$ cat src/rtl/mskand_pkg.sv
// rtl/mskand_pkg.sv - shared helpers for masked AND gadgets (randomness sizing, pair index, share layout)
package mskand_pkg;

    // Fresh random bits one lane needs per operation: one per unordered share pair.
    function automatic int hpc2rnd(input int d);
        return d * (d - 1) / 2;
    endfunction

    // Bit within a lane's randomness slice used by share pair (i,j); symmetric in i and j.
    // The diagonal has no random bit and returns 0 so callers can index safely.
    function automatic int rnd_index(input int i, input int j, input int d);
        int lo;
        int hi;
        lo = (i < j) ? i : j;
        hi = (i < j) ? j : i;
        if (lo == hi) begin
            return 0;
        end
        return lo * d - lo * (lo + 1) / 2 + (hi - 1 - lo);
    endfunction

    // Share-major bus layout: share s of lane k sits at bit s*w+k.
    function automatic int sm_index(input int s, input int k, input int w);
        return s * w + k;
    endfunction

endpackage

$ cat src/rtl/mskand_hpc2_lane.sv
// rtl/mskand_hpc2_lane.sv - one lane of the HPC2 masked AND datapath, two register stages, no reset
module mskand_hpc2_lane
    import mskand_pkg::*;
#(
    parameter int d = 2,
    localparam int RND_LANE = hpc2rnd(d)
) (
    input  logic                clk,
    input  logic                ld1,
    input  logic                ld2,
    input  logic [d-1:0]        a,
    input  logic [d-1:0]        b,
    input  logic [RND_LANE-1:0] r,
    output logic [d-1:0]        o
);

    // Full d x d matrices; diagonal entries are held at zero so they add nothing to a share.
    logic [d-1:0][d-1:0] v_d, v_q, rh_d, rh_q, u_d, u_q, w_d, w_q;
    logic [d-1:0]        a1_d, a1_q, b1_d, b1_q, t_d, t_q;

    // Stage-1 next values: refresh b_j with r[i][j] and keep a copy of r[i][j] with the op.
    always_comb begin
        a1_d = a;
        b1_d = b;
        v_d  = '0;
        rh_d = '0;
        for (int i = 0; i < d; i++) begin
            for (int j = 0; j < d; j++) begin
                if (i != j) begin
                    rh_d[i][j] = r[rnd_index(i, j, d)];
                    v_d[i][j]  = b[j] ^ r[rnd_index(i, j, d)];
                end
            end
        end
    end

    // Stage-2 next values: each term depends on a single share of a, nothing mixed across shares.
    always_comb begin
        t_d = a1_q & b1_q;
        u_d = '0;
        w_d = '0;
        for (int i = 0; i < d; i++) begin
            for (int j = 0; j < d; j++) begin
                u_d[i][j] = ~a1_q[i] & rh_q[i][j];
                w_d[i][j] =  a1_q[i] & v_q[i][j];
            end
        end
    end

    // Stage-1 data registers load only when the pipeline accepts a new op.
    always_ff @(posedge clk) begin
        if (ld1) begin
            a1_q <= a1_d;
            b1_q <= b1_d;
            v_q  <= v_d;
            rh_q <= rh_d;
        end
    end

    // Stage-2 data registers load only when stage 1 advances.
    always_ff @(posedge clk) begin
        if (ld2) begin
            t_q <= t_d;
            u_q <= u_d;
            w_q <= w_d;
        end
    end

    // Output share i: u and w are exclusive in a1_i, so OR acts as XOR of the two products.
    always_comb begin
        o = t_q;
        for (int i = 0; i < d; i++) begin
            for (int j = 0; j < d; j++) begin
                o[i] = o[i] ^ (u_q[i][j] | w_q[i][j]);
            end
        end
    end

endmodule

$ cat src/rtl/mskand_hpc2_pipe.sv
// rtl/mskand_hpc2_pipe.sv - W-lane d-share HPC2 masked AND with 2-stage valid/ready pipeline; option MSKAND_HPC2_RNDCNT_EN adds rnd_cnt
module mskand_hpc2_pipe
    import mskand_pkg::*;
#(
    parameter int d = 2,
    parameter int W = 8,
    localparam int RND_LANE = hpc2rnd(d),
    localparam int RND_W = W * RND_LANE
) (
    input  logic             clk,
    input  logic             rst_n,
    input  logic             in_valid,
    output logic             in_ready,
    input  logic [d*W-1:0]   ina,
    input  logic [d*W-1:0]   inb,
    input  logic [RND_W-1:0] rnd,
    input  logic             rnd_valid,
    output logic             rnd_ready,
    output logic             out_valid,
    input  logic             out_ready,
    output logic [d*W-1:0]   out
`ifdef MSKAND_HPC2_RNDCNT_EN
    ,
    output logic [31:0]      rnd_cnt
`endif
);

    logic v1_d, v1_q, v2_d, v2_q;
    logic acc, adv2;

    logic [W-1:0][d-1:0]        a_l, b_l, o_l;
    logic [W-1:0][RND_LANE-1:0] r_l;

    // Handshake and occupancy: stage 1 frees up when it is empty or moving into stage 2.
    always_comb begin
        adv2      = v1_q & (~v2_q | out_ready);
        in_ready  = ~v1_q | adv2;
        rnd_ready = in_valid & in_ready;
        acc       = in_valid & rnd_valid & in_ready;
        v1_d      = acc | (v1_q & ~adv2);
        v2_d      = adv2 | (v2_q & ~out_ready);
        out_valid = v2_q;
    end

    // Only the valid bits are reset; the data path is don't-care while invalid.
    always_ff @(posedge clk or negedge rst_n) begin
        if (!rst_n) begin
            v1_q <= 1'b0;
            v2_q <= 1'b0;
        end else begin
            v1_q <= v1_d;
            v2_q <= v2_d;
        end
    end

    // Regroup share-major buses into per-lane share vectors and randomness slices.
    always_comb begin
        a_l = '0;
        b_l = '0;
        r_l = '0;
        for (int k = 0; k < W; k++) begin
            for (int s = 0; s < d; s++) begin
                a_l[k][s] = ina[sm_index(s, k, W)];
                b_l[k][s] = inb[sm_index(s, k, W)];
            end
            r_l[k] = rnd[k*RND_LANE +: RND_LANE];
        end
    end

    for (genvar k = 0; k < W; k++) begin : g_lane
        mskand_hpc2_lane #(.d(d)) u_lane (
            .clk (clk),
            .ld1 (acc),
            .ld2 (adv2),
            .a   (a_l[k]),
            .b   (b_l[k]),
            .r   (r_l[k]),
            .o   (o_l[k])
        );
    end

    // Scatter per-lane result shares back into the share-major output bus.
    always_comb begin
        out = '0;
        for (int k = 0; k < W; k++) begin
            for (int s = 0; s < d; s++) begin
                out[sm_index(s, k, W)] = o_l[k][s];
            end
        end
    end

`ifdef MSKAND_HPC2_RNDCNT_EN
    localparam logic [31:0] CNT_STEP = 32'(RND_W);
    logic [31:0] rnd_cnt_d, rnd_cnt_q;

    // Consumed-randomness counter, sticking at all-ones instead of wrapping.
    always_comb begin
        rnd_cnt_d = rnd_cnt_q;
        if (acc) begin
            rnd_cnt_d = (rnd_cnt_q > (32'hFFFF_FFFF - CNT_STEP)) ? 32'hFFFF_FFFF
                                                                 : rnd_cnt_q + CNT_STEP;
        end
    end

    // Counter register, cleared with the pipeline.
    always_ff @(posedge clk or negedge rst_n) begin
        if (!rst_n) begin
            rnd_cnt_q <= '0;
        end else begin
            rnd_cnt_q <= rnd_cnt_d;
        end
    end

    assign rnd_cnt = rnd_cnt_q;
`endif

endmodule

$ cat config.mk
export PLATFORM = sky130hd
export DESIGN_NAME = mskand_hpc2_pipe
export DESIGN_NICKNAME = d
export VERILOG_FILES = /design/src/rtl/mskand_pkg.sv /design/src/rtl/mskand_hpc2_lane.sv /design/src/rtl/mskand_hpc2_pipe.sv
export SDC_FILE = /design/constraint.sdc
export NUM_CORES = 1
export LEC_CHECK = 0
export CORE_UTILIZATION = 47
export CTS_CLUSTER_DIAMETER = 40
export DETAILED_ROUTE_END_ITERATION = 10
export GPL_ROUTABILITY_DRIVEN = 0
export HOLD_SLACK_MARGIN = 0.08
export PLACE_DENSITY = 0.75
export SLEW_MARGIN = 20
export SYNTH_ARGS = -nofsm -noshare
export SYNTH_HDL_FRONTEND = slang
export SYNTH_SLANG_ARGS = --single-unit
$ cat constraint.sdc
create_clock -name clk -period 3.23 [get_ports clk]
set_input_delay 0.969 -clock clk [delete_from_list [all_inputs] [get_ports clk]]
set_output_delay 0.969 -clock clk [all_outputs]
set_load 0.05 [all_outputs]
# [Word level (Yosys, flattened, before mapping)]
# Index checks and enable logic that the tools add are counted.
[totals] register_bits=106 output_inout_bits=19
[op_classes] bitwise_logic=118
[ops] op="bitwise AND 1 bit" count=38
[ops] op="bitwise XOR 1 bit" count=32
[ops] op="NOT 1 bit" count=20
[ops] op="bitwise OR 1 bit" count=20
[ops] op="bitwise AND 2 bit" count=8

# [Logic depth before layout (Yosys ltp)]
# Gate-level depths: netlist of the first run.
[logic_depth] word_depth=6 depth_mapped=2

# [Hierarchy]
# Synthesis of the first run repeated with hierarchy kept, for this count alone.
[unflattened] hier_cells=210 area_unflattened_um2=3915.0
[by_module_without_submodules] module="mskand_hpc2_lane" n_inst=8 cells_per_inst=25 seq_area_each_um2=390.4 area_per_inst_um2=475.5
[by_module_without_submodules] module="mskand_hpc2_pipe" n_inst=1 cells_per_inst=10 seq_area_each_um2=50.0 area_per_inst_um2=111.4

# [Worst setup path after synthesis of the first run]
# OpenSTA, ideal clock, no wires.
[synth_path] kind="input port to flip-flop" from="in out_ready" to="reg g_lane[0].u_lane.a1_q[0], enable pin" t_required_ns=2.754 path_stages=2 slack_ns=-0.983 setup_ns=0.476 arrival_time_ns=3.737 n_path_buf=0 path_cell_list="nand3b_4 > nor2b_1"
[synth_between] elab_chain_len=4
[synth_rtl] element="from (decl)" line_no="mskand_hpc2_pipe.sv:20" source="input logic out_ready,"
[synth_rtl] element="bitwise OR 1 bit" line_no="mskand_hpc2_pipe.sv:36" source="adv2 = v1_q & (~v2_q | out_ready);"
[synth_rtl] element="bitwise AND 1 bit" line_no="mskand_hpc2_pipe.sv:36"
[synth_rtl] element="bitwise OR 1 bit" line_no="mskand_hpc2_pipe.sv:37" source="in_ready = ~v1_q | adv2;"
[synth_rtl] element="bitwise AND 1 bit" line_no="mskand_hpc2_pipe.sv:39" source="acc = in_valid & rnd_valid & in_ready;"
[synth_rtl] element="net acc" line_no="mskand_hpc2_pipe.sv:29" source="logic acc, adv2;"
[synth_rtl] element="to (signal assigned)" line_no="mskand_hpc2_lane.sv:53" source="a1_q <= a1_d;"
[synth_rtl] element="to (decl)" line_no="mskand_hpc2_lane.sv:19" source="logic [d-1:0] a1_d, a1_q, b1_d, b1_q, t_d, t_q;"
# The timed path passes the listed nets, and every way through them passes these cells.
# A chain may end at the register's enable or synchronous reset.

# [Worst setup path after layout of the first run]
[layout_path] from="in out_ready" to="out rnd_ready"
[layout_between] elab_chain_len=4
[layout_rtl] element="bitwise OR 1 bit" line_no="mskand_hpc2_pipe.sv:36"
[layout_rtl] element="bitwise AND 1 bit" line_no="mskand_hpc2_pipe.sv:36"
[layout_rtl] element="bitwise OR 1 bit" line_no="mskand_hpc2_pipe.sv:37"
[layout_rtl] element="bitwise AND 1 bit" line_no="mskand_hpc2_pipe.sv:38" source="rnd_ready = in_valid & in_ready;"
[layout_rtl] element="to (decl)" line_no="mskand_hpc2_pipe.sv:18" source="output logic rnd_ready,"
# Every way passes these cells.

==> results of run 1 <==
-- critical path: stages --
cell and delay (ns):
clkdlybuf4s50_1 0.41, nand3b_4 0.19, and2_4 0.18, buf_12 0.14
-- through the flow --
stage	worst slack, ns	std cells	hold WS [ns]	total power [mW]	util
final	0.362	393	0.523	2.71	0.624
after global routing	0.316	393	0.544	2.81	0.624
after CTS	0.352	393	0.524	2.74	0.624
after detailed placement	0.349	377	0.512	1.98	0.599
after global placement	0.380	377	0.508	1.97	0.599
after floorplan	0.0764	210	0.503	1.83	-
-- path summary, 6_finish.rpt --
check	from	to	slack, ns	cells after the start
worst max-delay path	out_ready	rnd_ready	0.36	4
worst min-delay path	g_lane[3].u_lane.b1_q[1]	g_lane[3].u_lane.t_q[1]	0.52	1
worst max register to register	out_valid	g_lane[4].u_lane.t_q[1]	1.69	3
worst min register to register	g_lane[3].u_lane.b1_q[1]	g_lane[3].u_lane.t_q[1]	0.52	1
max in group asynchronous	rst_n	out_valid	2.34	1
min in group asynchronous	rst_n	v1_q	0.77	1
-- metal layers --
metal	vias up	global-route usage
met3	10	0.0279
met4	0	0.0692
met2	36	0.216
li1	896	-
met5	-	0
met1	805	0.126
-- flip-flops by register name (all words and copies together) (netlist names) --
name                count
g_lane.u_lane.u_q      16
v1_q                    1
g_lane.u_lane.a1_q     16
g_lane.u_lane.v_q      16
g_lane.u_lane.b1_q     16
g_lane.u_lane.w_q      16
out_valid               1
g_lane.u_lane.t_q      16
g_lane.u_lane.rh_q      8
-- power groups by stage --
stage	Combinational (mW)	Clock, mW	Sequential (mW)
finish	0.321	0.761	1.62
global route	0.342	0.833	1.63
CTS	0.326	0.787	1.63
detailed placement	0.325	0	1.66
global placement	0.320	0	1.65
floorplan	0.176	0	1.66
-- area by class of cell --
class | instances | area, sq um
Clock buffer | 9 | 124
Clock inverter | 7 | 67.6
Fill cell | 590 | 2950
Multi-Input combinational cell | 104 | 711
Sequential cell | 106 | 3170
Tap cell | 102 | 128
Timing Repair Buffer | 65 | 691
-- cell families (layout without fill, tap and decap cells) --
group / after synthesis / after routing / share of synthesized area
buffers and inverters: 0 / 81 / 0
DFF: 106 / 106 / 0.819
xor gates and xnor gates: 32 / 32 / 0.0723
and+or+nand+nor: 72 / 72 / 0.109
-- cells in the final DEF, fill, tap and decap left out --
cell type | synthesis | final
clkdlybuf4s50_1 | 0 | 61
nor2b_4 | 0 | 1
clkinvlp_4 | 0 | 1
xnor2_1 | 16 | 16
nor2_1 | 16 | 16
nand2_1 | 2 | 2
bufinv_16 | 0 | 1
buf_12 | 0 | 4
nand3b_4 | 1 | 1
xor2_1 | 16 | 16
dfrtp_1 | 2 | 2
clkbuf_8 | 0 | 9
nand2b_1 | 2 | 2
nor2b_1 | 17 | 16
clkinv_2 | 0 | 1
and2_1 | 33 | 32
and2_4 | 1 | 1
clkinv_1 | 0 | 2
edfxtp_1 | 104 | 104
inv_6 | 0 | 2
and2_2 | 0 | 1
==> out/results.txt, run 1 <==
outcome: finished clean
max frequency: 349 MHz
Post-Synthesis Cell Area: 0.00387 sq mm
Yosys top cell by area: edfxtp_1
gr ovfl total: 0
period utilization: 0.888
sw frac: 0.224
layout cells sized above 1: 0.0756
gr usage total: 0.119
crit path launch type: primary input
Port Buffer Count: 63
DR iter-0 viols: 28
max cap viols: 0
Root Driver: clkbuf_8
Pint: 2.10 mW
Finished Cell Area: 0.00489 sq mm
main area contributors after synthesis: edfxtp_1 81%, and2_1 5.3%, xnor2_1 3.6%, xor2_1 3.6%, nor2b_1 2.7%
DR pass1 iterations: 3
H-tree depth: 3
Routed Antenna Nets: 0
num rows: 32
Crit Path Class: in -> out
WL met1: 1740 microns
hold crit path type: reg -> reg
DR WL met2: 2500 microns
Clock Skews: 0.00723 ns
Initial Util: 0.494
CTS tree: built
Max-slew headroom: 0.632
share of power burned in registers: 0.600
# clock sinks: 106
maximum clock insertion buffer count: 2
number of gates resized after CTS: 0
Vias: 1,747
highest layer used for signal routing: met4
Yosys warning total: 0
Unique masters post-synth: 11
Slew Limit Fails: 0
Required @ worst endpoint: 2.26 ns
residual DRC count: 0
global-route wire length before repair: 7530 microns
RSZ-0062 raised after global routing: false
CP Capture Type: output port
FF+latch count, synth: 106
Skew-Pair Late Insertion Delay: 0.35 ns
WL/cell: 11.5 microns
most common cell in the synthesized netlist: edfxtp_1
DP Wirelength: 3300 microns
ANT cells: 0
Ports: 64
FFs w/ async S/R, synth: 0.0189
Synth top area share: 0.806
area delta synth->final: 26.3%
final setup fails: 0
Num CTS Buffers: 9
Worst Path Arrival: 1.90 ns
Die Y-Extent: 92.8 microns
commonest register cell after synthesis: edfxtp_1
vias in the first global route: 1,734
total negative slack: 0 ns
vias per inst: 4.45
syn nets: 255
die width: 92.8 microns
EDFF count, synth: 104
Seq/Total Area, Yosys: 0.819
total die area: 0.00861 sq mm
antenna violations before repair: 0
P_sw: 0.607 mW
CTS Hold Buffers Added: 0
# nets final: 331
Core Area: 0.00785 sq mm
Mean Syn Cell Area: 18.5 sq um
Worst VDD drop: 269 uV
Lkg Pwr: 1.68 nW
Hold Fails Final Rpt: 0
Post-synth top cells: 104 x edfxtp_1, 33 x and2_1, 17 x nor2b_1
Routed WL: 4520 microns
Worst-Margin Slew: 0.550 ns
Crit Path Max Fanout: 4
Placed Area: 0.00470 sq mm
Syn Inst Count: 210
met3 WL: 160 microns
Post-CTS Setup Inserts: 0
largest net degree at the start of global routing: 57
clock-pin slew on the worst setup and hold paths: 0.09 ns
clock network power share: 0.281
Gate power share: 0.119
total power divided by cell area: 553 mW/mm^2
fin crit period: 2.87 ns
(Power assumes the default switching activity.)
==> run 2: changes to the inputs <==
CORE_UTILIZATION = 40   (was 47)
CTS_BUF_LIST = sky130_fd_sc_hd__clkbuf_16   (was unset)
PLACE_DENSITY = 0.65   (was 0.75)
==> run 2 against run 1 <==
Hold slack lost 0.0016 ns; flip-flop and latch count is the same; non-clock buffer count is the same; sequential share of layout area fell by 1.7 points; core utilization fell by 8.5 points; clock skew up 0.0015 ns; maximum frequency decreased by 0.15%; global-route usage shrank 1.1 points; sequential power barely moved; power is 10% higher; die area up 17%; final area is 2.7% higher.
==> out/results.txt, run 2 (synthesized netlist as in run 1, its figures left out) <==
outcome: finished clean
num rows: 35 (+9.4%)
met1 usage: 0.125 (-0.000427)
crit path to: rnd_ready
Port Buffer Count: 63 (unchanged)
Lkg Pwr: 1.72 nW (+2.8%)
Worst-Margin Slew: 0.563 ns (+0.0134 ns)
Core Area: 0.00933 sq mm (+19%)
sw frac: 0.216 (-0.00861)
Pint: 2.34 mW (+11%)
Crit Path Class: in -> out
CTS tree: built
clock network power share: 0.346 (+0.065)
Clock Skews: 0.00872 ns (+0.00149 ns)
total die area: 0.0101 sq mm (+17%)
Die Y-Extent: 100 microns (+8.2%)
met3 Use GR: 0.0251 (-0.00284)
Initial Util: 0.415 (-0.0784)
Hold Fails Final Rpt: 0 (unchanged)
period utilization: 0.889 (+0.00138)
Worst VDD drop: 260 uV (-3.2%)
met2 Use GR: 0.185 (-0.0308)
hold crit path type: reg -> reg
max cap viols: 0 (unchanged)
Post-CTS Setup Inserts: 0 (unchanged)
Slew Limit Fails: 0 (unchanged)
Required @ worst endpoint: 2.26 ns (about the same)
# nets final: 331 (unchanged)
share of power burned in registers: 0.546 (-0.054)
vias in the first global route: 1,758 (+1.4%)
fin crit period: 2.87 ns (+0.00444 ns)
Root Driver: clkbuf_16
global-route wire length before repair: 8160 microns (+8.3%)
Skew-Pair Late Insertion Delay: 0.33 ns (-0.02 ns)
RSZ-0062 raised after global routing: false
die width: 100 microns (+8.2%)
worst path cell trace: clkdlybuf4s50_1, nand3b_4, and2_4, buf_12
residual DRC count: 0 (unchanged)
DP Wirelength: 3280 microns (-0.61%)
gr usage total: 0.108 (-0.0108)
CP Capture Type: output port
maximum clock insertion buffer count: 2 (unchanged)
crit-path max cell delay: 0.42 ns (about the same)
most frequent cells in the layout: 104 x edfxtp_1, 61 x clkdlybuf4s50_1, 32 x and2_1
Register-to-Register Setup Slack: 1.86 ns (+0.17 ns)
Routed WL: 4830 microns (+6.7%)
busiest grt layer: met2
RR Startpoint: out_valid
reg2reg path depth: 3 (unchanged)
gr ovfl total: 0 (unchanged)
WL/cell: 11.5 microns (-0.12%)
Vias: 1,763 (+0.92%)
DR pass1 iterations: 4 (+1)
Place WS: 0.358 ns (+0.00933 ns)
Ports: 64 (unchanged)
number of gates resized after CTS: 0 (unchanged)
Gate power share: 0.108 (-0.011)
ANT cells: 0 (unchanged)
area delta synth->final: 29.7%
CP startpoint: out_ready
vias per inst: 4.20 (-5.6%)
# clock sinks: 106 (unchanged)
total negative slack: 0 ns (unchanged)
Num CTS Buffers: 9 (unchanged)
Routed Antenna Nets: 0 (unchanged)
Worst Path Arrival: 1.90 ns (about the same)
P_sw: 0.642 mW (+5.8%)
end of the worst register-to-register path: g_lane[6].u_lane.a1_q[1]
final setup fails: 0 (unchanged)
DR iter-0 viols: 18 (-36%)
Crit Path Max Fanout: 4 (unchanged)
slowest stage cell, crit path: clkdlybuf4s50_1
H-tree depth: 3 (unchanged)
largest net degree at the start of global routing: 57 (unchanged)
crit path launch type: primary input
Max-slew headroom: 0.623 (-0.00895)
fin worst setup slack: 0.357 ns (-0.00444 ns)
antenna violations before repair: 0 (unchanged)
clock-pin slew on the worst setup and hold paths: 0.07 ns (-0.02 ns)
most common cell after layout, fill and taps aside: edfxtp_1
total power divided by cell area: 593 mW/mm^2 (+7.2%)
CTS Hold Buffers Added: 0 (unchanged)
layout cells sized above 1: 0.0722 (-0.00344)
max frequency: 348 MHz (-0.15%)
run 2: worst min-delay path by stage:
stage,cells after the start,to,startpoint
3_5_place_dp,1,g_lane[1].u_lane.w_q[1],g_lane[1].u_lane.v_q[1]
6_report,1,g_lane[1].u_lane.w_q[2],g_lane[1].u_lane.v_q[2]
3_3_place_gp,1,g_lane[0].u_lane.w_q[1],g_lane[0].u_lane.v_q[1]
5_1_grt,1,g_lane[0].u_lane.w_q[2],g_lane[0].u_lane.v_q[2]
4_1_cts,1,g_lane[1].u_lane.w_q[1],g_lane[1].u_lane.v_q[1]
2_1_floorplan,1,g_lane[0].u_lane.t_q[0],g_lane[0].u_lane.b1_q[0]
run 2: stage by stage:
step	instance area (sq um)	cells	util	power [mW]	hold slack, ns
2_1_floorplan	3880	210	-	1.83	0.503
3_3_place_gp	4740	404	0.508	1.97	0.509
3_5_place_dp	4740	404	0.508	1.98	0.509
4_1_cts	5020	420	0.539	3.02	0.524
5_1_grt	5020	420	0.539	3.09	0.547
6_report	5020	420	0.539	2.98	0.521
run 2: final cells by class:
cell class              count  area, sq um
fillers                   782         4300
flip-flops and latches    106         3170
multi-input cells         104          711
repair buffers             65          691
clock buffers               9          225
well taps                 129          161
clock inverters             7         63.8
run 2: critical path, delay by kind of cell:
kind / cells / cell delay, ns
buffers and inverters: 2 / 0.56
AND/OR/NAND/NOR: 2 / 0.37
run 2: power by group through the flow:
stage / logic (mW) / clock network, mW / registers (mW)
after CTS: 0.327 / 1.06 / 1.63
after detailed placement: 0.326 / 0 / 1.66
final: 0.322 / 1.03 / 1.63
after floorplan: 0.176 / 0 / 1.66
after global routing: 0.344 / 1.11 / 1.63
after global placement: 0.322 / 0 / 1.65
run 2: metal layers:
metal	wire length, microns	up-vias
met1	2010	825
met4	102	0
li1	-	897
met3	149	7
met5	0	-
met2	2570	34
==> run 3: changes to the inputs <==
ABC_AREA = 1   (was unset)
CAP_MARGIN = 5   (was unset)
PLACE_DENSITY = unset   (was 0.65)
==> run 3 against run 2 <==
First-iteration DRC count increased by 44%; maximum frequency up 0.55%; sequential power about the same; synthesized cell count increased by 37%; critical path type unchanged; critical endpoint unchanged; largest cell class unchanged.
==> out/results.txt, run 3 <==
ANT cells: 0 (unchanged)
Mean Syn Cell Area: 13.9 sq um (-24%)
hold crit path type: reg -> reg
most frequent cells in the layout: 104 x edfxtp_1, 70 x nand2_1, 61 x clkdlybuf4s50_1, 45 x inv_1, 32 x nor2_1
Post-CTS Setup Inserts: 0 (unchanged)
Yosys top cell by area: edfxtp_1
residual DRC count: 0 (unchanged)
Seq/Total Area, Yosys: 0.793 (-0.0256)
fin crit period: 2.86 ns (-0.0157 ns)
# clock sinks: 106 (unchanged)
Worst-Margin Slew: 0.526 ns (-0.0375 ns)
global-route wire length before repair: 8110 microns (-0.59%)
Hold Fails Final Rpt: 0 (unchanged)
CP startpoint: out_ready
Skew-Pair Late Insertion Delay: 0.33 ns (about the same)
largest net degree at the start of global routing: 57 (unchanged)
Synth top area share: 0.781 (-0.0252)
Lkg Pwr: 2.10 nW (+22%)
max frequency: 350 MHz (+0.55%)
worst min-delay path startpoint: g_lane[7].u_lane.b1_q[1]
FF+latch count, synth: 106 (unchanged)
gr usage total: 0.103 (-0.00569)
DR pass1 iterations: 4 (unchanged)
CTS Hold Buffers Added: 0 (unchanged)
WL/cell: 10.0 microns (-13%)
Slew Limit Fails: 0 (unchanged)
most common cell after layout, fill and taps aside: edfxtp_1
Worst VDD drop: 238 uV (-8.3%)
layout cells sized above 1: 0.0543 (-0.0178)
FFs w/ async S/R, synth: 0.0189 (unchanged)
Yosys warning total: 0 (unchanged)
Required @ worst endpoint: 2.26 ns (about the same)
most common cell in the synthesized netlist: edfxtp_1
number of gates resized after CTS: 0 (unchanged)
Post-synth top cells: 104 x edfxtp_1, 70 x nand2_1, 44 x inv_1, 32 x nor2_1
maximum clock insertion buffer count: 2 (unchanged)
num rows: 36 (+2.9%)
RR Startpoint: out_valid
commonest register cell after synthesis: edfxtp_1
gr ovfl total: 0 (unchanged)
total negative slack: 0 ns (unchanged)
DP Wirelength: 3490 microns (+6.4%)
Max-slew headroom: 0.648 (+0.0251)
Crit Path Max Fanout: 4 (unchanged)
Unique masters post-synth: 10 (-1)
period utilization: 0.884 (-0.00487)
final setup fails: 0 (unchanged)
vias per inst: 4.15 (-1.0%)
Routed Antenna Nets: 0 (unchanged)
max cap viols: 0 (unchanged)
Post-Synthesis Cell Area: 0.00400 sq mm (+3.2%)
Core Area: 0.00973 sq mm (+4.3%)
Pwr Total: 2.89 mW (-2.9%)
area delta synth->final: 28.3%
die width: 102 microns (+1.6%)
syn nets: 332 (+30%)
RSZ-0062 raised after global routing: false
Initial Util: 0.411 (-0.00429)
antenna violations before repair: 0 (unchanged)
Ports: 64 (unchanged)
Die Y-Extent: 102 microns (+1.6%)
fillcell total: 877 (+12%)
H-tree depth: 3 (unchanged)
DR iter-0 viols: 26 (+8)
Worst Path Arrival: 1.89 ns (about the same)
Num CTS Buffers: 9 (unchanged)
# nets final: 408 (+23%)
Vias: 2,081 (+18%)
Clock Skews: 0.00898 ns (+0.000264 ns)
outcome: finished clean
clock-pin slew on the worst setup and hold paths: 0.07 ns (about the same)
Port Buffer Count: 63 (unchanged)
main area contributors after synthesis: edfxtp_1 78%, nand2_1 6.6%, inv_1 4.1%, xor2_1 3.5%, nor2_1 3.0%
total power divided by cell area: 563 mW/mm^2 (-5.0%)
EDFF count, synth: 104 (unchanged)
crit path launch type: primary input
Routed WL: 5040 microns (+4.3%)
Syn Inst Count: 287 (+37%)
vias in the first global route: 1,938 (+10%)
total die area: 0.0104 sq mm (+3.2%)
CP Capture Type: output port
Crit Path Class: in -> out
Root Driver: clkbuf_16
CTS tree: built
-- run 3: changes by cell type after synthesis, sizes merged, moves of 2 or more --
cell    before  now
nand2        2   70
inv          0   45
and2        34    0
nor2b       17    0
nor2        16   32
o21bai       0   16
xnor2       16    0
nand2b       2    0
-- run 3: path summary, 6_finish.rpt --
check / to / slack [ns] / cells past startpoint
min in group asynchronous: out_valid / 0.79 / 1
max in group asynchronous: v1_q / 2.32 / 1
min: g_lane[7].u_lane.t_q[1] / 0.50 / 2
max: rnd_ready / 0.37 / 6
min reg2reg: g_lane[7].u_lane.t_q[1] / 0.50 / 2
max reg2reg: g_lane[2].u_lane.v_q[2] / 1.87 / 4
-- run 3: metal layers --
metal,global-route usage,share of wire,up-vias
li1,-,-,1096
met1,0.117,0.43,944
met2,0.182,0.52,35
met3,0.0212,0.034,6
met4,0.0560,0.014,0
met5,0,0,-
-- run 3: layout make-up --
class	instances	area, sq um	area share
Multi-Input combinational cell	136	669	0.130
Tap cell	133	166	0.0324
Clock inverter	7	40.0	0.00780
Clock buffer	9	225	0.0439
Sequential cell	106	3170	0.618
Timing Repair Buffer	65	691	0.135
Inverter	45	169	0.0329
-- run 3: per-stage QoR --
stage	worst slack [ns]	hold WS, ns	util	cells	cell area (sq um)
floorplan	0.388	0.478	-	287	4000
CTS	0.366	0.506	0.528	501	5130
detailed placement	0.367	0.490	0.500	485	4870
global route	0.320	0.529	0.528	501	5130
global placement	0.369	0.488	0.500	485	4870
finish	0.373	0.504	0.528	501	5130
-- run 3: logic make-up (layout without fill, tap and decap cells) --
group,Yosys count,in the layout,synth area share
flip-flops,106,106,0.793
AO/OA/AOI/OAI,17,17,0.0313
AND/OR/NAND/NOR,103,103,0.0982
XOR/XNOR,16,16,0.0350
buffers and inverters,45,126,0.0422
-- run 3: power by group --
| part | total [mW] | leakage (nW) | switching (mW) | internal [mW] |
|---|---|---|---|---|
| Clock | 0.953 | 0.133 | 0.439 | 0.514 |
| Sequential | 1.64 | 1.01 | 0.0313 | 1.61 |
| Combinational | 0.301 | 0.958 | 0.174 | 0.127 |
-- run 3: critical path, stage by stage --
cell,delay (ns)
clkdlybuf4s50_1,0.47
inv_2,0.06
nand3_2,0.10
nand2_1,0.06
inv_1,0.09
buf_12,0.14
